$ cat src/rtl/accum_pkg.sv
// Shared types and helpers for the accumulator result path: result width,
// rounding bias and saturation bounds used when a sum is captured.
package accum_pkg;

    localparam int RES_BITWIDTH_DEF = 8;
    localparam int CALC_W           = 64;

    typedef logic signed [RES_BITWIDTH_DEF-1:0] res_t;
    typedef logic signed [CALC_W-1:0]           calc_t;

    // Round-half-up bias added before an arithmetic right shift.
    function automatic calc_t round_bias(input int shift);
        if (shift > 0) begin
            return calc_t'(1) <<< (shift - 1);
        end
        return calc_t'(0);
    endfunction

    // Largest value representable in a signed field of width w.
    function automatic calc_t sat_max(input int w);
        return (calc_t'(1) <<< (w - 1)) - calc_t'(1);
    endfunction

    // Smallest value representable in a signed field of width w.
    function automatic calc_t sat_min(input int w);
        return -(calc_t'(1) <<< (w - 1));
    endfunction

endpackage

$ cat src/rtl/sync_fifo.sv
// Synchronous FIFO with registered storage; pointers carry one extra bit so
// full and empty are told apart. A push into a full FIFO is accepted only when
// a pop happens in the same cycle. Head data reads as zero while empty.
module sync_fifo #(
    parameter int WIDTH = 8,
    parameter int DEPTH = 4
) (
    input  logic             clk,
    input  logic             rst_n,
    input  logic             wr_en,
    input  logic [WIDTH-1:0] wr_data,
    input  logic             rd_en,
    output logic [WIDTH-1:0] rd_data,
    output logic             empty,
    output logic             full
);

    localparam int AW = $clog2(DEPTH);

    logic [AW:0]      wr_ptr_q, wr_ptr_d;
    logic [AW:0]      rd_ptr_q, rd_ptr_d;
    logic [WIDTH-1:0] mem_q [DEPTH];
    logic [WIDTH-1:0] mem_d [DEPTH];
    logic             push;
    logic             pop;

    assign empty   = (wr_ptr_q == rd_ptr_q);
    assign full    = (wr_ptr_q[AW] != rd_ptr_q[AW]) &&
                     (wr_ptr_q[AW-1:0] == rd_ptr_q[AW-1:0]);
    assign pop     = rd_en & ~empty;
    assign push    = wr_en & (~full | pop);
    assign rd_data = empty ? '0 : mem_q[rd_ptr_q[AW-1:0]];

    // Next-state for pointers and storage.
    always_comb begin
        wr_ptr_d = wr_ptr_q;
        rd_ptr_d = rd_ptr_q;
        mem_d    = mem_q;
        if (push) begin
            mem_d[wr_ptr_q[AW-1:0]] = wr_data;
            wr_ptr_d                = wr_ptr_q + 1'b1;
        end
        if (pop) begin
            rd_ptr_d = rd_ptr_q + 1'b1;
        end
    end

    // State registers; reset empties the FIFO and clears storage.
    always_ff @(posedge clk or negedge rst_n) begin
        if (!rst_n) begin
            wr_ptr_q <= '0;
            rd_ptr_q <= '0;
            for (int i = 0; i < DEPTH; i++) begin
                mem_q[i] <= '0;
            end
        end else begin
            wr_ptr_q <= wr_ptr_d;
            rd_ptr_q <= rd_ptr_d;
            mem_q    <= mem_d;
        end
    end

endmodule

$ cat src/rtl/accum_result_reader.sv
// Captures the accumulator output L cycles after a closing beat, rounds and
// saturates it to the result width, and buffers it for a ready/valid consumer.
// Sticky flags record dropped results and saturation events.
module accum_result_reader
    import accum_pkg::*;
#(
    parameter int OUT_BITWIDTH = 10,
    parameter int LOG2_NO_IN   = 1,
    parameter int RES_BITWIDTH = RES_BITWIDTH_DEF,
    parameter int SHIFT        = 2,
    parameter int FIFO_DEPTH   = 4
) (
    input  logic                           clk,
    input  logic                           rst_n,
    input  logic                           beat_vld,
    input  logic                           beat_last,
    input  logic signed [OUT_BITWIDTH:0]   acc_data,
    output logic signed [RES_BITWIDTH-1:0] res_data,
    output logic                           res_vld,
    input  logic                           res_rdy,
    output logic                           overflow,
    output logic                           sat_flag
);

    localparam int L     = LOG2_NO_IN + 1;
    localparam int EXT_W = OUT_BITWIDTH + 2;

    logic [L-1:0]                  dly_q, dly_d;
    logic                          overflow_q, overflow_d;
    logic                          sat_q, sat_d;
    logic                          cap_stb;

    logic signed [EXT_W-1:0]       ext_sum;
    logic signed [EXT_W-1:0]       biased;
    logic signed [EXT_W-1:0]       shifted;
    calc_t                         wide;
    logic                          clamp_hi;
    logic                          clamp_lo;
    logic signed [RES_BITWIDTH-1:0] res_val;

    logic [RES_BITWIDTH-1:0]       fifo_rd_data;
    logic                          fifo_empty;
    logic                          fifo_full;

    assign cap_stb = dly_q[L-1];

    // Round half up, arithmetic shift, then clamp to the signed result range.
    always_comb begin
        ext_sum  = {acc_data[OUT_BITWIDTH], acc_data};
        biased   = ext_sum + EXT_W'(round_bias(SHIFT));
        shifted  = biased >>> SHIFT;
        wide     = calc_t'(shifted);
        clamp_hi = (wide > sat_max(RES_BITWIDTH));
        clamp_lo = (wide < sat_min(RES_BITWIDTH));
        if (clamp_hi) begin
            res_val = RES_BITWIDTH'(sat_max(RES_BITWIDTH));
        end else if (clamp_lo) begin
            res_val = RES_BITWIDTH'(sat_min(RES_BITWIDTH));
        end else begin
            res_val = RES_BITWIDTH'(wide);
        end
    end

    // Delay line and sticky flag next-state; a full FIFO only drops when no pop.
    always_comb begin
        dly_d      = L'({dly_q, beat_vld & beat_last});
        overflow_d = overflow_q | (cap_stb & fifo_full & ~(res_vld & res_rdy));
        sat_d      = sat_q | (cap_stb & (clamp_hi | clamp_lo));
    end

    // State registers.
    always_ff @(posedge clk or negedge rst_n) begin
        if (!rst_n) begin
            dly_q      <= '0;
            overflow_q <= 1'b0;
            sat_q      <= 1'b0;
        end else begin
            dly_q      <= dly_d;
            overflow_q <= overflow_d;
            sat_q      <= sat_d;
        end
    end

    sync_fifo #(
        .WIDTH (RES_BITWIDTH),
        .DEPTH (FIFO_DEPTH)
    ) u_fifo (
        .clk     (clk),
        .rst_n   (rst_n),
        .wr_en   (cap_stb),
        .wr_data (res_val),
        .rd_en   (res_rdy),
        .rd_data (fifo_rd_data),
        .empty   (fifo_empty),
        .full    (fifo_full)
    );

    assign res_vld  = ~fifo_empty;
    assign res_data = $signed(fifo_rd_data);
    assign overflow = overflow_q;
    assign sat_flag = sat_q;

endmodule

$ cat config.mk
export PLATFORM = sky130hd
export DESIGN_NAME = accum_result_reader
export DESIGN_NICKNAME = d
export VERILOG_FILES = /design/src/rtl/accum_pkg.sv /design/src/rtl/sync_fifo.sv /design/src/rtl/accum_result_reader.sv
export SDC_FILE = /design/constraint.sdc
export NUM_CORES = 1
export LEC_CHECK = 0
export ABC_CLOCK_PERIOD_IN_PS = 1900
export BUFFER_PORTS_ARGS = -buffer_cell sky130_fd_sc_hd__clkbuf_2
export CAP_MARGIN = 20
export CORE_AREA = 8 8 77 79
export CTS_BUF_LIST = sky130_fd_sc_hd__clkbuf_16
export DETAILED_ROUTE_END_ITERATION = 10
export DIE_AREA = 0 0 85 87
export PLACE_DENSITY = 0.74
export SKIP_LAST_GASP = 1
export SLEW_MARGIN = 20
export SYNTH_ARGS = -nofsm -noshare
export SYNTH_HDL_FRONTEND = slang
export SYNTH_SLANG_ARGS = --single-unit
export TNS_END_PERCENT = 10
$ cat constraint.sdc
create_clock -name clk -period 1.9 [get_ports clk]
set_clock_uncertainty 0.15 [all_clocks]
set_input_delay 0.285 -clock clk [delete_from_list [all_inputs] [get_ports clk]]
set_output_delay 0.285 -clock clk [all_outputs]
set_load 0.03 [all_outputs]
; ---- Word level (Yosys, flattened, before mapping)
; Cells that the tools add are included.
[word_totals]
reg_bits = 42
word_cells = 46
inputBits = 16
out_inout_bits = 11
[op_classes]
n_reduce_logical = 2
n_lt_le_gt_ge = 5
n_bitwise = 15
add_sub_neg = 3
n_mux = 9
n_eq_ne = 3
[ops]
columns = operator, count
row1 = 2-to-1 mux 8 bit, 6
row2 = bitwise mux 32 bit, 1
row3 = binary-select mux 8 bit (select 2 bit), 1
row4 = demux 8 bit (select 2 bit), 1
row5 = "adder 11 x 3 -> 12 bit, second input constant", 1
row6 = "greater-than comparator 10 x 8 -> 1 bit, second input constant", 1
row7 = "< comparator 10 x 8 -> 1 bit, second input constant", 1
row8 = "adder 3 x 1 -> 3 bit, second input constant", 2
row9 = AND 1 bit, 6
row10 = ">= comparator 3 bit, second input constant", 2
row11 = NOT 2 -> 3 bit, 2
row12 = OR 1 bit, 4
row13 = == test 3 bit, 1
row14 = "< comparator 3 x 1 -> 1 bit, second input constant", 1
row15 = NOT 1 bit, 3
row16 = == test 2 bit, 1
row17 = logical AND 1 bit, 2
row18 = inequality test 1 bit, 1

; ---- Longest topological paths before layout
; Gate-level depths: netlist (run 1).
[logic_depth]
depth_word = 6
depth_mapped = 6
depth_no_buf = 5

; ---- By module
; From an unflattened synthesis (run 1), not the netlist that was laid out.
[unflattened]
hier_cells = 191
area_unflattened_um2 = 2517.4
[modules_own_cells]
columns = mod, seq_area_each_um2, n_inst, cells_per_inst, area_each_um2
row1 = sync_fifo, 950.9, 1, 119, 1945.6
row2 = accum_result_reader, 100.1, 1, 72, 571.8

; ---- Worst setup path before layout (run 1)
; No wires, ideal clock.
[synth_path]
kind = flip-flop to output port
start = register u_fifo.rd_ptr_q[0]
end = output port res_data[0]
arrival_ps = 1602
path_slack_ps = -137
required_ps = 1465
n_path_buf = 2
path_stages_with_launch = 6
path_cell_list = dfrtp_1 -> buf_4 -> xnor2_1 -> nand3_1 -> clkbuf_1 -> and2_1
[synth_via]
elab_chain_cells = 5
word_cells_on_any_way = 6
classes_between = 1 x eq/ne / 4 x mux / 1 x bitwise
[synth_rtl]
columns = item, line_no
row1 = "start, declared", sync_fifo.sv:21  ; logic [AW:0] rd_ptr_q, rd_ptr_d;
row2 = "start signal, assigned", sync_fifo.sv:58  ; rd_ptr_q <= rd_ptr_d;
row3 = NOT 2 -> 3 bit (implied by the code), sync_fifo.sv:32  ; assign rd_data = empty ? '0 : mem_q[rd_ptr_q[AW-1:0]];
row4 = binary-select mux 8 bit (select 2 bit), sync_fifo.sv:32
row5 = 2-to-1 mux 8 bit (implied by the code) (2 in series), sync_fifo.sv:32
row6 = 2-to-1 mux 8 bit *, sync_fifo.sv:32
row7 = "end, declared", accum_result_reader.sv:18  ; output logic signed [RES_BITWIDTH-1:0] res_data,
; Every way passes the cells marked *; elsewhere a longest branch is shown, timed or not. The select of a mux whose other input is x is not followed.

; ---- Worst setup path in the final report (run 1)
; Same ends and word-level chain as after synthesis.

==> results of run 1 <==
## area by class of cell
class                           count  share of cell area
Multi-Input combinational cell    164               0.420
Tap cell                           56              0.0224
Sequential cell                    42               0.336
Clock inverter                      3             0.00400
Clock buffer                        5              0.0400
Inverter                            7             0.00840
Timing Repair Buffer               68               0.169
## stage by stage
| step | hold slack, ns | TNS (ns) | util |
|---|---|---|---|
| floorplan | -0.161 | 0 | - |
| global placement | 0.187 | -0.00174 | 0.588 |
| detailed placement | 0.194 | -0.0119 | 0.588 |
| CTS | 0.0572 | -1.72 | 0.645 |
| global route | 0.0632 | -3.93 | 0.645 |
| finish | 0.0542 | -1.73 | 0.645 |
## cell families after synthesis
| family | share of synthesized area |
|---|---|
| compound gates | 0.242 |
| xor+xnor | 0.0438 |
| fa+ha+maj | 0.0313 |
| buf+inv | 0.0360 |
| flops | 0.438 |
| mux | 0.0986 |
| simple gates | 0.110 |
## flip-flops by register name, indices dropped and copies added (netlist names)
register         flops
dly_q                2
u_fifo.mem_q        32
u_fifo.rd_ptr_q      3
u_fifo.wr_ptr_q      3
overflow             1
sat_flag             1
## synthesized netlist by cell type, types with 2 or more instances
master	count
mux2_1	3
o41ai_1	4
and2_1	9
inv_1	7
o221ai_1	2
nor3_1	3
nand2_1	8
dfrtp_1	42
a41o_1	2
mux4_2	8
nand3_1	6
mux2_2	2
nand2_2	2
nor2_2	3
buf_2	6
a21oi_1	18
xor2_1	2
and3_1	2
nor2_1	4
buf_4	3
o21ai_0	19
ha_1	6
a31oi_1	13
nor2b_1	2
o31ai_1	13
xnor2_1	10
clkbuf_1	2
nand4_1	2
## cell usage in the layout, fill, tap and decap left out, drive strengths merged, types with 2 or more instances in the layout
master and n:
inv 8, o221ai 2, nand3 7, nor2b 2
xnor2 10, buf 43, nor2 7, clkbuf 29
clkinv 2, mux4 8, a21oi 18, ha 6
xor2 2, and3 2, nand4 2, o21ai 20
o41ai 5, a41o 2, mux2 5, o31ai 13
nand2 10, a31oi 13, dfrtp 42, and2 9
nor3 4
## worst paths after layout
path | to | cells after the start | slack [ns]
hold / removal | dly_q[0] | 2 | 0.05
max in group asynchronous | u_fifo.rd_ptr_q[0] | 3 | 0.75
setup reg to reg | u_fifo.mem_q[30] | 5 | -0.06
hold reg to reg | dly_q[1] | 0 | 0.20
min in group asynchronous | u_fifo.rd_ptr_q[2] | 3 | 0.46
setup / recovery | res_data[0] | 4 | -0.19
## power breakdown
group          internal (W)  leakage [nW]  total [W]  switching [W]
Combinational       0.00176         0.777    0.00339        0.00163
Sequential          0.00130         0.498    0.00155       0.000247
Clock              0.000475        0.0724   0.000805       0.000330
## layer usage
layer  GRT usage  wire length [um]
met5           0                 0
met1       0.226              2750
met2       0.305              2950
met3      0.0406               381
met4      0.0728               112
## timing repair
item | in CTS | in global routing
hold buffers | 1 | 0
endpoints found under the hold margin | 42 | 0
resized for setup | 30 | 2
gates cloned | 0 | 0
setup endpoints to repair | 13 | 39
pin swaps | 6 | 1
==> results.md, run 1 <==
- Outcome: complete, but fails checks
- Failing checks: setup timing
- Vias per cell: around 6
- Number of synthesized flops with an enable pin: 0
- Hold wc startpoint: beat_last
- GRT Overall Usage: 0.184
- Synth warnings: 0
- Final Instance Area: around 3100 um^2
- Arr. time, crit path: 1.66 ns
- Seq/Total Area, Yosys: 0.438
- Fmax achieved: 478 MHz
- Largest net degree at the start of global routing: 43
- Crit path largest cell delay: 0.51 ns
- Startpoint types: register
- DRT Pass-1 Iters: 4
- Crit-path max FO: 4
- Synth area leaders: dfrtp_1 44%, mux4_2 7.5%, o31ai_1 4.1%
- CTS Buffer Depth: 2
- Synth area leader: dfrtp_1
- Layout fillers: around 380
- # IOs: 27
- Iteration-0 DRC count of the detailed router: about 190
- GPL Wtd Cong: between 0.8 and 0.9
- Crit path max-delay cell type: mux4_2
- Synthesized flop and latch total: 42
- Final HPWL DP: 4520 um
- CTS tree: done
- Clk slew on worst S/H paths: 0.06 ns
- Static Leak: between 1 and 1.5 nW
- Number of max-cap violations: 0
- Register Area: ~1100 um^2
- CTS Buf Count: 5
- Power Density: around 1800 nW/um^2
- Final Setup Violations: 18
- Avg WL per Cell: roughly 18 um
- Crit. End Element: primary output
- Critical path required time: between 1 and 1.5 ns
- Worst Slack Setup Final: -0.190 ns
- H-tree depth: 2
- Clock sinks: between 40 and 50
- GRT overflow: 0
- Share of post-route cells with drive strength above 1: 0.360
- RSZ-0062 raised after global routing: true
- Post-DP Area: around 2800 um^2
- Crit Reg-Reg Startpoint: u_fifo.rd_ptr_q[0]
- Peak supply drop: a little over 0.7 mV
- Fin crit period: roughly 2.1 ns
- Area growth from synthesis to layout: 30.4%
- CP cell instances: buf_6 > mux4_2 > and2_4 > clkbuf_8
- FP Rows: 26
- Slew HR: 0.642
- Clk_lat worst skew: between 0.2 and 0.3 ns
- ANT cells: 0
- Most used DFF post-synth: dfrtp_1
- First-pass GRT wire length: around 11000 um
- CP delay by family, top: multiplexers
- Via count: approximately 2.1k
- Placed Cells: around 340
- Netlist cell types: 49
- Post-route insts no fill: ~350
- Die X: ~85 um
- Slew @ Worst Pin: approximately 0.54 ns
- CP Launch Point: u_fifo.rd_ptr_q[0]
- CP Buf/Inv Count: 2
- Final ANT Viol Nets: 0
- Total nets after synthesis: ~250
- Syn Inst Count: between 200 and 250
- Setup Buffers After CTS: 0
- Post-layout nets: 310
- Core box area: approximately 4800 um^2
- Vias in the first global route: between 2k and 2.5k
- Initial antenna violation count: 0
- Post-synth top area share: 0.438
- Period utilization: 1.10
- Ys async rst share: 1.00
- Synthesized area: 2400 um^2
- Die area: ~7400 um^2
- Port buffer count: 25
- Multi-input logic area: roughly 1300 um^2
- Post-place setup slack: -0.00599 ns
- Avg Cell Area, Syn: roughly 11 um^2
- Drt total wl: slightly above 6000 um
- Final Hold Violating Endpoints: 0
- Chip height: roughly 87 um
- Setup CP Type: reg2out
- Fin. max-slew vios: 0
- Overall power: 0.00575 W
- Worst hold path type: in2reg
- Initial cell density of the core: 0.495
- Drc violations: 0
- Clock root cell: clkbuf_16
Power figures use the tool's default switching activity.
==> run 2, diff against run 1 <==
--- a/config.mk
+++ b/config.mk
@@ -12,7 +12,7 @@
 export CTS_BUF_LIST = sky130_fd_sc_hd__clkbuf_16
 export DETAILED_ROUTE_END_ITERATION = 10
 export DIE_AREA = 0 0 85 87
-export PLACE_DENSITY = 0.74
+export PLACE_DENSITY_LB_ADDON = 0.3
 export SKIP_LAST_GASP = 1
 export SLEW_MARGIN = 20
 export SYNTH_ARGS = -nofsm -noshare
==> run 2 against run 1 <==
Effect of this change: the flow still finishes with violations (setup timing); worst setup slack lost 0.014 ns; wire length up 4.1%; fmax down 0.66%; count of clock-buffer cells in the layout unchanged; largest power group unchanged; flip-flop and latch count unchanged; first-iteration DRC count decreased by 0.54%; critical path type unchanged; total power up 6.5%.
==> results.md, run 2 (same netlist as run 1, synthesis figures left out) <==
- Slew HR: 0.593
- GPL Wtd Cong: between 0.8 and 0.9
- Final Hold Violating Endpoints: 0
- FP Rows: 26
- # IOs: 27
- Post-layout nets: between 300 and 400
- Vias in the first global route: ~2.2k
- Via count: between 2k and 2.5k
- Biggest regs: u_fifo.mem_q: 32 flops, u_fifo.rd_ptr_q: 3 flops, u_fifo.wr_ptr_q: 3 flops
- GRT Overall Usage: 0.183
- CP cell instances: buf_6 > buf_6 > xnor2_4 > nand3_2 > buf_6 > and2_4 > buf_8
- Final ANT Viol Nets: 0
- Die X: roughly 85 um
- Port buffer count: 25
- Largest register FFs: 32
- Avg WL per Cell: around 18 um
- Most frequent cells in the layout: 41 x dfrtp_1, 41 x buf_4, 19 x o21ai_0, 18 x a21oi_1, 17 x clkbuf_2
- Power Density: about 1900 nW/um^2
- Final Setup Violations: 42
- First-pass GRT wire length: 10700 um
- Fin. max-slew vios: 0
- Initial cell density of the core: 0.495
- Fmax achieved: approximately 480 MHz
- Fin util: 0.669
- CTS Buf Count: 5
- Core box area: 4850 um^2
- Crit-path max FO: 5
- Drt total wl: between 6000 and 7000 um
- Clk_lat worst skew: 0.28 ns
- Share of post-route cells with drive strength above 1: 0.381
- CTS tree: done
- Drc violations: 0
- Iteration-0 DRC count of the detailed router: approximately 190
- Setup_tns: -5.73 ns
- CTS Buffer Depth: 2
- H-tree depth: 2
- Fin crit period: around 2.1 ns
- Die area: around 7400 um^2
- Static Leak: about 1.4 nW
- Critical path required time: around 1.5 ns
- Setup CP Type: reg2out
- Final HPWL DP: ~4600 um
- Initial antenna violation count: 0
- Clock root cell: clkbuf_16
- Clock sinks: 42
- Largest Register: u_fifo.mem_q
- Arr. time, crit path: between 1.5 and 2 ns
- Placed Cells: ~330
- Clk slew on worst S/H paths: about 0.06 ns
- Number of max-cap violations: 0
- ANT cells: 0
- RSZ-0062 raised after global routing: true
- Post-route insts no fill: between 300 and 400
- DRT Pass-1 Iters: 5
- Worst Slack Setup Final: -0.204 ns
- GRT overflow: 0
- Outcome: complete, but fails checks
- Crit path largest cell delay: 0.43 ns
- Worst hold path type: in2reg
- Slew @ Worst Pin: around 0.61 ns
- CP dominant cell by count: buf_6
- Crit path max-delay cell type: dfrtp_2
- Chip height: between 80 and 90 um
- Peak supply drop: 0.714 mV
- Hold slack: 0.0763 ns
- Crit. End Element: primary output
- Area growth from synthesis to layout: 35.3%
- Overall power: between 0.006 and 0.007 W
- Vias per cell: between 6 and 7
- Period utilization: 1.11
- Failing checks: setup timing
- Startpoint types: register
- Largest net degree at the start of global routing: 21
-- run 2: area by class of cell --
| cell class | instances | area [um^2] |
|---|---|---|
| clock buffers | 5 | 125 |
| clock inverters | 2 | 33.8 |
| fillers | 363 | 1600 |
| inverters | 7 | 26.3 |
| multi-input cells | 164 | 1330 |
| flip-flops and latches | 42 | 1050 |
| well taps | 56 | 70.1 |
| repair buffers | 74 | 609 |
-- run 2: final timing paths --
kind / from / end / slack (ns) / cells past startpoint
min in group asynchronous: rst_n / u_fifo.mem_q[20] / 0.29 / 2
max in group asynchronous: rst_n / u_fifo.rd_ptr_q[0] / 0.81 / 3
worst max register to register: u_fifo.rd_ptr_q[0] / u_fifo.mem_q[3] / -0.19 / 7
worst max-delay path: u_fifo.rd_ptr_q[0] / res_data[5] / -0.20 / 7
worst min-delay path: beat_last / dly_q[0] / 0.08 / 2
worst min register to register: dly_q[0] / dly_q[1] / 0.20 / 0
-- run 2: per-stage QoR --
| step | instance area (um^2) | setup WS [ns] |
|---|---|---|
| floorplan | 2400 | 0.0645 |
| global placement | 2850 | -0.0474 |
| detailed placement | 2850 | -0.0970 |
| CTS | 3190 | -0.230 |
| global route | 3240 | -0.286 |
| finish | 3240 | -0.204 |
-- run 2: power by group --
part	switching (W)	total [W]	internal (W)
clock network	0.000320	0.000927	0.000607
registers	0.000251	0.00155	0.00130
logic	0.00173	0.00364	0.00191
total	0.00230	0.00612	0.00382
-- run 2: worst max-delay path: cells and delay by family (launching register included) --
kind                   cells  cell delay, ns
AND/OR/NAND/NOR            2            0.26
XOR/XNOR                   1            0.16
buffers and inverters      4            0.54
flip-flops                 1            0.43
-- run 2: what timing repair did --
action,CTS,global route
cloned,1,0
gates resized for setup,28,18
pin swaps,5,8
buffers inserted,5,5
hold buffers,1,0
endpoints found under the hold margin,10,0
setup endpoints to repair,10,45
-- run 2: per-layer routing --
| layer | global-route usage | routed length [um] | vias to the layer above |
|---|---|---|---|
| li1 | - | - | 1005 |
| met1 | 0.222 | 2690 | 1053 |
| met2 | 0.311 | 3310 | 72 |
| met3 | 0.0321 | 324 | 13 |
| met4 | 0.0793 | 126 | 0 |
| met5 | 0 | 0 | - |
